==> src/rtl/cpu_pkg.sv <==
// -----------------------------------------------------------------------------
// cpu_pkg
// Shared definitions for the 16-bit CPU front end: datapath widths, opcode
// values, instruction field layout, decode FSM state type and small helpers.
//
// Instruction word layout (16 bits):
//   [15:12] codop   [11:8] rd   [7:4] rs   [3:0] rt / imm4
//
// Configuration macro (used by files importing this package):
//   DECODE_WB_BYPASS_EN - forward the writeback value to register reads in the
//                         writeback cycle.
// -----------------------------------------------------------------------------
package cpu_pkg;

   localparam int DATA_W  = 16;
   localparam int NREGS   = 16;
   localparam int ADDR_W  = 4;
   localparam int INSTR_W = 16;

   // Instruction field bit positions (LSB of each 4-bit field).
   localparam int CODOP_LSB = 12;
   localparam int RD_LSB    = 8;
   localparam int RS_LSB    = 4;
   localparam int RT_LSB    = 0;

   // Register-register opcodes.
   localparam logic [3:0] OP_ADD  = 4'd0;
   localparam logic [3:0] OP_SUB  = 4'd1;
   localparam logic [3:0] OP_AND  = 4'd2;
   localparam logic [3:0] OP_OR   = 4'd3;
   localparam logic [3:0] OP_XOR  = 4'd4;
   localparam logic [3:0] OP_SLT  = 4'd5;
   // Register-immediate opcodes.
   localparam logic [3:0] OP_SHLI = 4'd6;
   localparam logic [3:0] OP_SHRI = 4'd7;
   localparam logic [3:0] OP_ANDI = 4'd8;
   localparam logic [3:0] OP_ADDI = 4'd9;
   localparam logic [3:0] OP_SUBI = 4'd10;

   // Packed view of an instruction word; first member is the MSB field.
   typedef struct packed {
      logic [3:0] codop;
      logic [3:0] rd;
      logic [3:0] rs;
      logic [3:0] rt;
   } instr_t;

   typedef enum logic [1:0] {
      ST_EMPTY = 2'd0,  // no bundle, nothing held
      ST_HOLD  = 2'd1,  // instruction latched, waiting for its sources
      ST_VALID = 2'd2   // bundle presented to the ALU
   } dec_state_t;

   function automatic logic is_imm(input logic [3:0] codop);
      return (codop >= OP_SHLI) && (codop <= OP_SUBI);
   endfunction

   function automatic logic is_illegal(input logic [3:0] codop);
      return codop > OP_SUBI;
   endfunction

endpackage

==> src/rtl/regfile_16x16.sv <==
// -----------------------------------------------------------------------------
// regfile_16x16
// 16 x 16-bit architectural register file. Two asynchronous read ports, one
// synchronous write port. R0 always reads as zero and ignores writes.
//
// Ports:
//   clk, rst_n         clock, asynchronous active-low reset (clears all regs)
//   ra_addr / ra_data  read port A
//   rb_addr / rb_data  read port B
//   wr_en, wr_addr,
//   wr_data            write port (writeback)
//
// Configuration macro:
//   DECODE_WB_BYPASS_EN - when defined, a read of the index being written this
//                         cycle returns wr_data combinationally.
// -----------------------------------------------------------------------------
module regfile_16x16
   import cpu_pkg::*;
(
   input  logic              clk,
   input  logic              rst_n,
   input  logic [ADDR_W-1:0] ra_addr,
   output logic [DATA_W-1:0] ra_data,
   input  logic [ADDR_W-1:0] rb_addr,
   output logic [DATA_W-1:0] rb_data,
   input  logic              wr_en,
   input  logic [ADDR_W-1:0] wr_addr,
   input  logic [DATA_W-1:0] wr_data
);

   logic [DATA_W-1:0] mem [NREGS];

   always_ff @(posedge clk or negedge rst_n) begin
      if (!rst_n) begin
         for (int i = 0; i < NREGS; i++) begin
            mem[i] <= '0;
         end
      end else if (wr_en && (wr_addr != '0)) begin
         mem[wr_addr] <= wr_data;
      end
   end

   always_comb begin
      ra_data = mem[ra_addr];
`ifdef DECODE_WB_BYPASS_EN
      if (wr_en && (wr_addr == ra_addr)) begin
         ra_data = wr_data;
      end
`endif
      // R0 override comes last so a bypassed write to R0 is never visible.
      if (ra_addr == '0) begin
         ra_data = '0;
      end
   end

   always_comb begin
      rb_data = mem[rb_addr];
`ifdef DECODE_WB_BYPASS_EN
      if (wr_en && (wr_addr == rb_addr)) begin
         rb_data = wr_data;
      end
`endif
      if (rb_addr == '0) begin
         rb_data = '0;
      end
   end

endmodule

==> src/rtl/decode_unit.sv <==
// -----------------------------------------------------------------------------
// decode_unit
// Decode stage of the 16-bit CPU. Splits fetched instructions into fields,
// reads operands from the register file, tracks pending destination writes
// with a busy scoreboard and stalls on read-after-write hazards. Presents a
// registered operand bundle to the ALU.
//
// Handshakes (both sides): a transfer happens on a rising edge where valid
// and ready are both high; the sender holds its payload stable while valid is
// high and ready is low. instr_ready never depends on instr_valid.
//
// Ports:
//   clk, rst_n                  clock, asynchronous active-low reset
//   instr_valid/instr/instr_ready  fetch side
//   wb_en/wb_addr/wb_data       writeback write port (also clears busy)
//   op_valid/op_ready           ALU side handshake
//   op_codop/op_a/op_b/op_rd    registered operand bundle
//   illegal                     one-cycle pulse after accepting codop > 10
//
// Configuration macro:
//   DECODE_WB_BYPASS_EN - writeback data is forwarded to operand reads and the
//                         hazard on the written index clears in the same
//                         cycle. Undefined: no combinational wb_* -> op_* path,
//                         hazards clear the cycle after the busy bit clears.
// -----------------------------------------------------------------------------
module decode_unit
   import cpu_pkg::*;
(
   input  logic              clk,
   input  logic              rst_n,
   input  logic              instr_valid,
   input  logic [15:0]       instr,
   output logic              instr_ready,
   input  logic              wb_en,
   input  logic [ADDR_W-1:0] wb_addr,
   input  logic [DATA_W-1:0] wb_data,
   output logic              op_valid,
   input  logic              op_ready,
   output logic [3:0]        op_codop,
   output logic [DATA_W-1:0] op_a,
   output logic [DATA_W-1:0] op_b,
   output logic [ADDR_W-1:0] op_rd,
   output logic              illegal
);

   dec_state_t        state, state_nx;
   instr_t            held_q;
   instr_t            src;
   logic [NREGS-1:0]  busy, busy_nx, busy_view;
   logic [NREGS-1:0]  wb_mask, set_mask;
   logic [DATA_W-1:0] rd_a, rd_b, operand_b;
   logic              accept, transfer, hazard, src_illegal;
   logic              load, latch, pulse;

   // ---------------------------------------------------------------------------
   // Handshake
   // ---------------------------------------------------------------------------
   assign op_valid    = (state == ST_VALID);
   assign instr_ready = (state != ST_HOLD) && (!op_valid || op_ready);
   assign accept      = instr_valid && instr_ready;
   assign transfer    = op_valid && op_ready;

   // In HOLD the latched instruction is the one being decoded; otherwise the
   // word on the fetch port is decoded speculatively and used only on accept.
   assign src         = (state == ST_HOLD) ? held_q : instr_t'(instr);
   assign src_illegal = is_illegal(src.codop);

   regfile_16x16 u_rf (
      .clk     (clk),
      .rst_n   (rst_n),
      .ra_addr (src.rs),
      .ra_data (rd_a),
      .rb_addr (src.rt),
      .rb_data (rd_b),
      .wr_en   (wb_en),
      .wr_addr (wb_addr),
      .wr_data (wb_data)
   );

   assign operand_b = is_imm(src.codop) ? {{(DATA_W-4){1'b0}}, src.rt} : rd_b;

   // ---------------------------------------------------------------------------
   // Scoreboard
   // ---------------------------------------------------------------------------
   always_comb begin
      wb_mask = '0;
      if (wb_en) begin
         wb_mask[wb_addr] = 1'b1;
      end
   end

`ifdef DECODE_WB_BYPASS_EN
   // The index being written back is already readable through the bypass.
   assign busy_view = busy & ~wb_mask;
`else
   assign busy_view = busy;
`endif

   always_comb begin
      hazard = 1'b0;
      if ((src.rs != '0) && busy_view[src.rs]) begin
         hazard = 1'b1;
      end
      if (!is_imm(src.codop) && (src.rt != '0) && busy_view[src.rt]) begin
         hazard = 1'b1;
      end
      // Illegal instructions read nothing, so they never wait.
      if (src_illegal) begin
         hazard = 1'b0;
      end
   end

   // Set is applied after clear so a same-cycle set of the same index wins.
   always_comb begin
      set_mask = '0;
      if (load && (src.rd != '0)) begin
         set_mask[src.rd] = 1'b1;
      end
      busy_nx = (busy & ~wb_mask) | set_mask;
   end

   // ---------------------------------------------------------------------------
   // FSM
   // ---------------------------------------------------------------------------
   always_ff @(posedge clk or negedge rst_n) begin
      if (!rst_n) begin
         state <= ST_EMPTY;
      end else begin
         state <= state_nx;
      end
   end

   always_comb begin
      state_nx = state;
      load     = 1'b0;
      latch    = 1'b0;
      pulse    = 1'b0;
      unique case (state)
         // EMPTY and VALID share the accept path: instr_ready already
         // guarantees the output slot is free (empty or transferring now).
         ST_EMPTY, ST_VALID: begin
            if (accept) begin
               if (src_illegal) begin
                  pulse    = 1'b1;
                  state_nx = ST_EMPTY;
               end else if (hazard) begin
                  latch    = 1'b1;
                  state_nx = ST_HOLD;
               end else begin
                  load     = 1'b1;
                  state_nx = ST_VALID;
               end
            end else if (transfer) begin
               state_nx = ST_EMPTY;
            end
         end
         // op_valid is low in HOLD, so the slot is always free here.
         ST_HOLD: begin
            if (!hazard) begin
               load     = 1'b1;
               state_nx = ST_VALID;
            end
         end
         default: begin
            state_nx = ST_EMPTY;
         end
      endcase
   end

   // ---------------------------------------------------------------------------
   // Datapath registers
   // ---------------------------------------------------------------------------
   always_ff @(posedge clk or negedge rst_n) begin
      if (!rst_n) begin
         held_q   <= '0;
         busy     <= '0;
         illegal  <= 1'b0;
         op_codop <= '0;
         op_a     <= '0;
         op_b     <= '0;
         op_rd    <= '0;
      end else begin
         busy    <= busy_nx;
         illegal <= pulse;
         if (latch) begin
            held_q <= src;
         end
         if (load) begin
            op_codop <= src.codop;
            op_a     <= rd_a;
            op_b     <= operand_b;
            op_rd    <= src.rd;
         end
      end
   end

endmodule

==> config.mk <==
export PLATFORM = sky130hd
export DESIGN_NAME = decode_unit
export DESIGN_NICKNAME = d
export VERILOG_FILES = /design/src/rtl/cpu_pkg.sv /design/src/rtl/regfile_16x16.sv /design/src/rtl/decode_unit.sv
export SDC_FILE = /design/constraint.sdc
export NUM_CORES = 1
export LEC_CHECK = 0
export BUFFER_PORTS_ARGS = -buffer_cell sky130_fd_sc_hd__clkbuf_2
export CORE_MARGIN = 1
export CORE_UTILIZATION = 52
export CTS_CLUSTER_DIAMETER = 50
export DETAILED_ROUTE_END_ITERATION = 12
export GPL_ROUTABILITY_DRIVEN = 0
export PLACE_DENSITY = 0.72
export SLEW_MARGIN = 15
export SYNTH_ARGS = -nofsm -noshare
export SYNTH_HDL_FRONTEND = slang
export SYNTH_SLANG_ARGS = --single-unit
==> constraint.sdc <==
create_clock -name clk -period 2.7 [get_ports clk]
set_input_delay 0.27 -clock clk [delete_from_list [all_inputs] [get_ports clk]]
set_output_delay 0.27 -clock clk [all_outputs]
set_load 0.005 [all_outputs]
==> qor.tcl, run 1 <==
set qor(area_added_between_synthesis_and_finish_pct) 21.32
set qor(final_critical_period_ns) 2.985
set qor(power.leakage_nw) 9.469
set qor(cp_data_required_time_ns) 3.11
set qor(vias_in_the_first_global_route) 14140
set qor(grt_first_pass_wirelength_um) 84900
set qor(worst_path_largest_cell_delay_ns) 0.45
set qor(routed_wire_length_per_instance_um) 25.80
set qor(cts.clk_slew.worst_paths_ns) 0.06
set qor(placement.io_buffers) 83
set qor(route.detailed.vias_per_inst) 6.502
set qor(yosysSeqAreaShare) 0.4692
set qor(synthesis.instances) 1583
set qor(run_status) {finished with violations}
set qor(setup-violations-final) 72
set qor(clock_path_buffers) 3
set qor(floorplan.core_area_sq_um) 33450
set qor(pin_count_of_the_biggest_net_entering_global_routing) 98
set qor(final_layout_size_suffix_gt1_frac) 0.3936
set qor(syn_avg_cell_area_sq_um) 11.15
set qor(post-route-cell-area_sq_um) 21420
set qor(cts_made_buffers) 38
set qor(holdCritPathClass) {in -> reg}
set qor(worstPathCellList) {nor2b_4 -> buf_4 -> mux2_2 -> a211oi_2 -> o21ai_0 -> buf_4 -> a2111oi_4 -> a21o_4 -> buf_12 -> buf_16 -> mux2_4}
set qor(initial_antenna_violation_count) 2
set qor(routed-via-count) 14290
set qor(x_dimension_of_the_die_um) 186.3
set qor(synth_seq_cells) 331
set qor(timing.critical_path.mode_cell) {buf_4}
set qor(biggest_area_consumer_among_synthesized_cells) {dfrtp_1}
set qor(synthDominantCellAreaShare) 0.4692
set qor(io-pin-count) 84
set qor(max_clock_skew_ns) 0.01962
set qor(crit_path_max_fanout) 8
set qor(setup.worst_path.class) {reg -> reg}
set qor(timing.critical_path.from_type) {flip-flop}
set qor(holdWs_ns) 0.03869
set qor(post_synth_num_cell_types) 63
set qor(worst_path_max_delay_cell) {dfrtp_2}
set qor(clock.fmax_ghz) 0.3350
set qor(routed_antenna_nets) 0
set qor(maxCapViolCount) 0
set qor(synth.most_common_cell) {dfrtp_1}
set qor(worst-path-buf-inv) 4
set qor(total_nets_final) 1763
set qor(cts.root.buffer_cell) {clkbuf_16}
set qor(grt-ovfl-total) 0
set qor(postSynth.topFlopCell) {dfrtp_1}
set qor(grtUsageMet1) 0.4494
set qor(power.density_cell_area_nw_per_um2) 1013
set qor(initialDrtViolationCount) 1770
set qor(detailed_place_hpwl_um) 34400
set qor(dpl_cell_area_sq_um) 19340
set qor(dieArea_sq_um) 34690
set qor(tritoncts) {done}
set qor(clk-insertion-delay-late_ns) 0.54
set qor(worst_slew_margin_rel) 0.3569
set qor(fin_ws_ns) -0.2853
set qor(crit_arrival_ns) 3.40
set qor(synth.top_cells.by_area) {dfrtp_1 (47%), mux2_2 (17%), mux2i_1 (5.7%), nand2_1 (5.4%), mux4_2 (3.8%)}
set qor(cp-end-kind) {flip-flop}
set qor(timing.final.hold_violations) 0
set qor(ir_drop_mv) 0.5267
set qor(rows) 67
set qor(grt_use_met3) 0.07496
set qor(post-route-period-util) 1.106
set qor(gr-max-usage-layer) {met2}
set qor(synth-async-reset-ratio) 1.000
set qor(synthesis.nets) 1624
set qor(gr-usage-all-layers) 0.3284
set qor(violations_in_the_final_reports) {setup timing}
set qor(timing.critical_path.max_delay_family) {compound AO/OA/AOI/OAI gates}
set qor(rsz0062_at_grt) {true}
set qor(number_of_enable_flip_flop_cells_after_synthesis) 0
set qor(drc_errors) 0
set qor(h-tree-depth) 2
set qor(synthesis.yosys.warnings) 0
set qor(grt_util_met2) 0.4981
set qor(total_clock_sinks) 331
set qor(effective_utilization_at_floorplan) 0.5278
set qor(drt_first_pass_iters) 6
set qor(routed_wirelength_um) 56710
set qor(die_y_um) 186.3
set qor(dp_worst_setup_slack_ns) -0.3364
set qor(synth_top_cells_by_count) {dfrtp_1 (331), mux2_2 (262), nand2_1 (256)}
set qor(synth_area_sq_um) 17650
set qor(layout.core_utilization) 0.6403
set qor(maxSlewViolCount) 0
set qor(tightestPinTransition_ns) 0.9611
set qor(setup-tns-final_ns) -14.82
[timing repair]
| item | 4_1_cts | 5_1_grt |
|---|---|---|
| resized for setup | 34 | 81 |
| endpoints found under the setup margin | 70 | 72 |
| gates cloned | 3 | 3 |
| hold buffers | 1 | 0 |
| endpoints found under the hold margin | 89 | 0 |
| pin swaps | 8 | 9 |
| buffers inserted | 12 | 14 |
[layout make-up]
type                       count  area [sq um]
fill                        2515         12030
multi-input combinational   1100          9251
sequential                   331          8284
timing repair buffer         239          2007
clock buffer                  52          1085
tap                          448         560.5
clock inverter                14         178.9
inverter                      12         45.04
antenna                        2         5.005
[worst paths after layout]
path                                from             to  slack [ns]  depth (start not counted)
max in group asynchronous          rst_n  u_rf.mem[237]        1.63                          3
min in group asynchronous          rst_n    op_codop[2]        0.23                          2
min reg2reg                u_rf.mem[242]  u_rf.mem[242]        0.38                          0
max                             state[1]       op_b[13]       -0.29                         11
max reg2reg                     state[1]       op_b[13]       -0.29                         11
min                            instr[12]     held_q[12]        0.04                          2
[logic make-up (layout without fill, tap and decap cells)]
logic type             count (synthesis)  after routing  synth area share
multiplexers                         442            442            0.2941
AND/OR/NAND/NOR                      423            423            0.1074
other                                  0              2                 0
flip-flops                           331            331            0.4692
AO/OA/AOI/OAI                        235            235           0.09420
buffers and inverters                152            317           0.03516
[per-stage QoR]
step                      cells  power, mW
after CTS                  2180      20.73
after global placement     2098      14.61
after floorplan            1583      12.00
after global routing       2197      22.61
after detailed placement   2098      14.88
final                      2198      21.69
[cell usage in the layout (no fill, tap or decap), types with 8 or more instances in the layout]
| cell | count |
|---|---|
| a31oi_1 | 25 |
| mux2_4 | 49 |
| buf_12 | 17 |
| dfrtp_1 | 330 |
| clkbuf_16 | 41 |
| mux2_2 | 255 |
| nor2_1 | 17 |
| a311oi_1 | 14 |
| nand2b_1 | 13 |
| nand2_1 | 256 |
| a22oi_1 | 15 |
| nand3_1 | 75 |
| o21ai_0 | 36 |
| mux4_2 | 30 |
| a21oi_1 | 35 |
| buf_4 | 114 |
| a211oi_1 | 17 |
| nand3b_1 | 17 |
| clkbuf_2 | 82 |
| a32oi_1 | 8 |
| inv_1 | 12 |
| nor2_2 | 9 |
| buf_6 | 16 |
| mux2i_1 | 95 |
| o211ai_1 | 10 |
[power by group]
group          switching [mW]  internal (mW)
combinational            4.37           4.50
clock                    2.14           3.11
sequential               1.23           6.34
[sequential cells by signal (all words and copies together), names as in the netlist]
signal and flops:
op_a 16, op_codop 4, op_rd 4, held_q 16
illegal 1, u_rf.mem 256, busy 16, op_b 16
state 2
[routing by layer]
metal	share of wire	up-vias	wire, um
met5	0.00090	-	51
met4	0.045	4	2572
met3	0.11	191	6087
met2	0.45	871	25350
met1	0.40	7186	22650
li1	-	6039	-
(Power assumes the default switching activity.)
==> run 2, diff against run 1 <==
--- a/config.mk
+++ b/config.mk
@@ -12,6 +12,7 @@
 export DETAILED_ROUTE_END_ITERATION = 12
 export GPL_ROUTABILITY_DRIVEN = 0
 export PLACE_DENSITY = 0.72
+export SKIP_LAST_GASP = 1
 export SLEW_MARGIN = 15
 export SYNTH_ARGS = -nofsm -noshare
 export SYNTH_HDL_FRONTEND = slang
==> run 2 against run 1 <==
  * Via count up 0.40%
  * Highest routed layer unchanged
  * Sequential power about the same
  * Register-to-register slack about the same
  * Setup slack worse by 0.012 ns
  * Sequential share of layout area up 0.072 points
  * Final area down 0.19%
  * Maximum frequency down 0.41%
  * The run still ends with setup timing left
  * Core utilization down 0.12 points
  * Clock power about the same
==> qor.tcl, run 2 (same netlist as run 1, synthesis figures left out) <==
set qor(run_status) {finished with violations}
set qor(violations_in_the_final_reports) {setup timing}
set qor(cts_made_buffers) 38
set qor(worst_path_max_delay_cell) {a311oi_4}
set qor(timing.final.hold_violations) 0
set qor(post-route-period-util) 1.110
set qor(setup_slack_of_the_most_critical_reg_to_reg_path_ns) -0.30
set qor(drc_errors) 0
set qor(worst_slew_margin_rel) 0.3676
set qor(drt_first_pass_iters) 6
set qor(holdCritPathClass) {in -> reg}
set qor(clock.fmax_ghz) 0.3336
set qor(routed_antenna_nets) 0
set qor(tritoncts) {done}
set qor(mostFrequentLayoutCell) {dfrtp_1}
set qor(total_clock_sinks) 331
set qor(detailed_place_hpwl_um) 34400
set qor(cp-end-kind) {flip-flop}
set qor(ir_drop_mv) 0.5146
set qor(h-tree-depth) 2
set qor(pin_count_of_the_biggest_net_entering_global_routing) 98
set qor(io-pin-count) 84
set qor(route.detailed.vias_per_inst) 6.534
set qor(routed_wire_length_per_instance_um) 25.78
set qor(placement.io_buffers) 83
set qor(final_layout_size_suffix_gt1_frac) 0.3915
set qor(routed-via-count) 14350
set qor(max_clock_skew_ns) 0.02036
set qor(dpl_cell_area_sq_um) 19340
set qor(worst_path_largest_cell_delay_ns) 0.39
set qor(dpl.cell_count) 2098
set qor(effective_utilization_at_floorplan) 0.5278
set qor(initial_antenna_violation_count) 2
set qor(instances_no_fill) 2196
set qor(crit_path_max_fanout) 14
set qor(maxCapViolCount) 0
set qor(routed_wirelength_um) 56610
set qor(die_y_um) 186.3
set qor(cts.root.buffer_cell) {clkbuf_16}
set qor(grt-ovfl-total) 0
set qor(worstPathCellList) {buf_4 -> buf_4 -> nand2b_4 -> buf_12 -> buf_4 -> mux2i_1 -> o21ai_1 -> a2111oi_4 -> o21bai_4 -> a311oi_4 -> buf_6 -> mux2_2}
set qor(grt_first_pass_wirelength_um) 84690
set qor(largest_register) {u_rf.mem}
set qor(rsz0062_at_grt) {true}
set qor(x_dimension_of_the_die_um) 186.3
set qor(timing.critical_path.mode_cell) {buf_4}
set qor(top_library_cells_by_usage_in_the_layout_fill_and_taps_aside) {dfrtp_1 (330), mux2_2 (257), nand2_1 (256)}
set qor(final_critical_period_ns) 2.998
set qor(fillers) 2516
set qor(floorplan.core_area_sq_um) 33450
set qor(largest_register_ffs) 256
set qor(setup-violations-final) 72
set qor(fin_ws_ns) -0.2976
set qor(grt_use_met3) 0.07438
set qor(post-route-cell-area_sq_um) 21380
set qor(cts.clk_slew.worst_paths_ns) 0.06
set qor(power.leakage_nw) 9.452
set qor(rows) 67
set qor(setup-tns-final_ns) -14.71
set qor(initialDrtViolationCount) 1732
set qor(gr-usage-all-layers) 0.3275
set qor(clk-insertion-delay-late_ns) 0.54
set qor(power.density_cell_area_nw_per_um2) 1011
set qor(grt_util_met2) 0.4964
set qor(cp_data_required_time_ns) 3.12
set qor(grtUsageMet1) 0.4487
set qor(maxSlewViolCount) 0
set qor(dieArea_sq_um) 34690
set qor(timing.critical_path.from_type) {flip-flop}
set qor(total_nets_final) 1762
set qor(finalPower_mw) 21.62
set qor(holdWs_ns) 0.03983
set qor(area_added_between_synthesis_and_finish_pct) 21.09
set qor(gr-max-usage-layer) {met2}
set qor(clock_path_buffers) 3
set qor(crit_arrival_ns) 3.42
set qor(setup.worst_path.class) {reg -> reg}
set qor(tightestPinTransition_ns) 0.9451
set qor(vias_in_the_first_global_route) 14110
## run 2: changes by cell type in the layout (fill, tap and decap cells not counted)
cell / delta
buf_12: +1
o21ai_1: +1
mux2_2: +2
diode_2: -1
o21ai_0: +1
o21ai_2: -2
mux2_4: -3
mux2_1: +1
buf_16: -1
buf_6: -1
## run 2: layout make-up
cell class | count | area, sq um | share of cell area
clock inverters | 14 | 178.9 | 0.008370
inverters | 12 | 45.04 | 0.002107
multi-input cells | 1100 | 9233 | 0.4319
well taps | 448 | 560.5 | 0.02622
flip-flops and latches | 331 | 8284 | 0.3875
repair buffers | 238 | 1988 | 0.09301
clock buffers | 52 | 1085 | 0.05075
diodes | 1 | 2.502 | 0.0001171
## run 2: per-layer routing
layer | share of wire | routed length [um]
met1 | 0.40 | 22790
met2 | 0.44 | 25180
met3 | 0.10 | 5784
met4 | 0.050 | 2845
met5 | 0.00021 | 12
## run 2: where the power goes
part           total, mW  switching [mW]  internal, mW  leakage [nW]
clock network       5.24            2.13          3.11         0.618
registers           7.57            1.22          6.34          4.08
logic               8.81            4.34          4.46          4.75
## run 2: timing repair
action / 4_1_cts / 5_1_grt
hold endpoints to repair: 89 / 0
setup buffers: 12 / 13
gates resized for setup: 24 / 83
hold buffers: 1 / 0
gates cloned: 3 / 3
setup endpoints to repair: 70 / 72
pin swaps: 8 / 9
## run 2: metrics by stage
stage,util,setup slack [ns]
floorplan,-,-0.02883
global placement,0.5782,-0.2620
detailed placement,0.5782,-0.3364
CTS,0.6262,-0.1248
global route,0.6391,-0.3290
finish,0.6391,-0.2976
## run 2: final timing paths
path / startpoint / endpoint / depth (start not counted)
min in group asynchronous: rst_n / op_rd[2] / 2
worst min register to register: u_rf.mem[242] / u_rf.mem[242] / 0
worst max register to register: state[0] / held_q[5] / 12
worst min-delay path: instr[12] / held_q[12] / 2
worst max-delay path: state[0] / held_q[5] / 12
max in group asynchronous: rst_n / op_a[12] / 3
## run 2: critical path: cells and delay by family, from the launching register on
kind,cells,cell delay (ns)
buffers and inverters,5,0.80
AND/OR/NAND/NOR,1,0.08
AO/OA/AOI/OAI,4,1.01
flip-flops,1,0.38
multiplexers,2,0.62
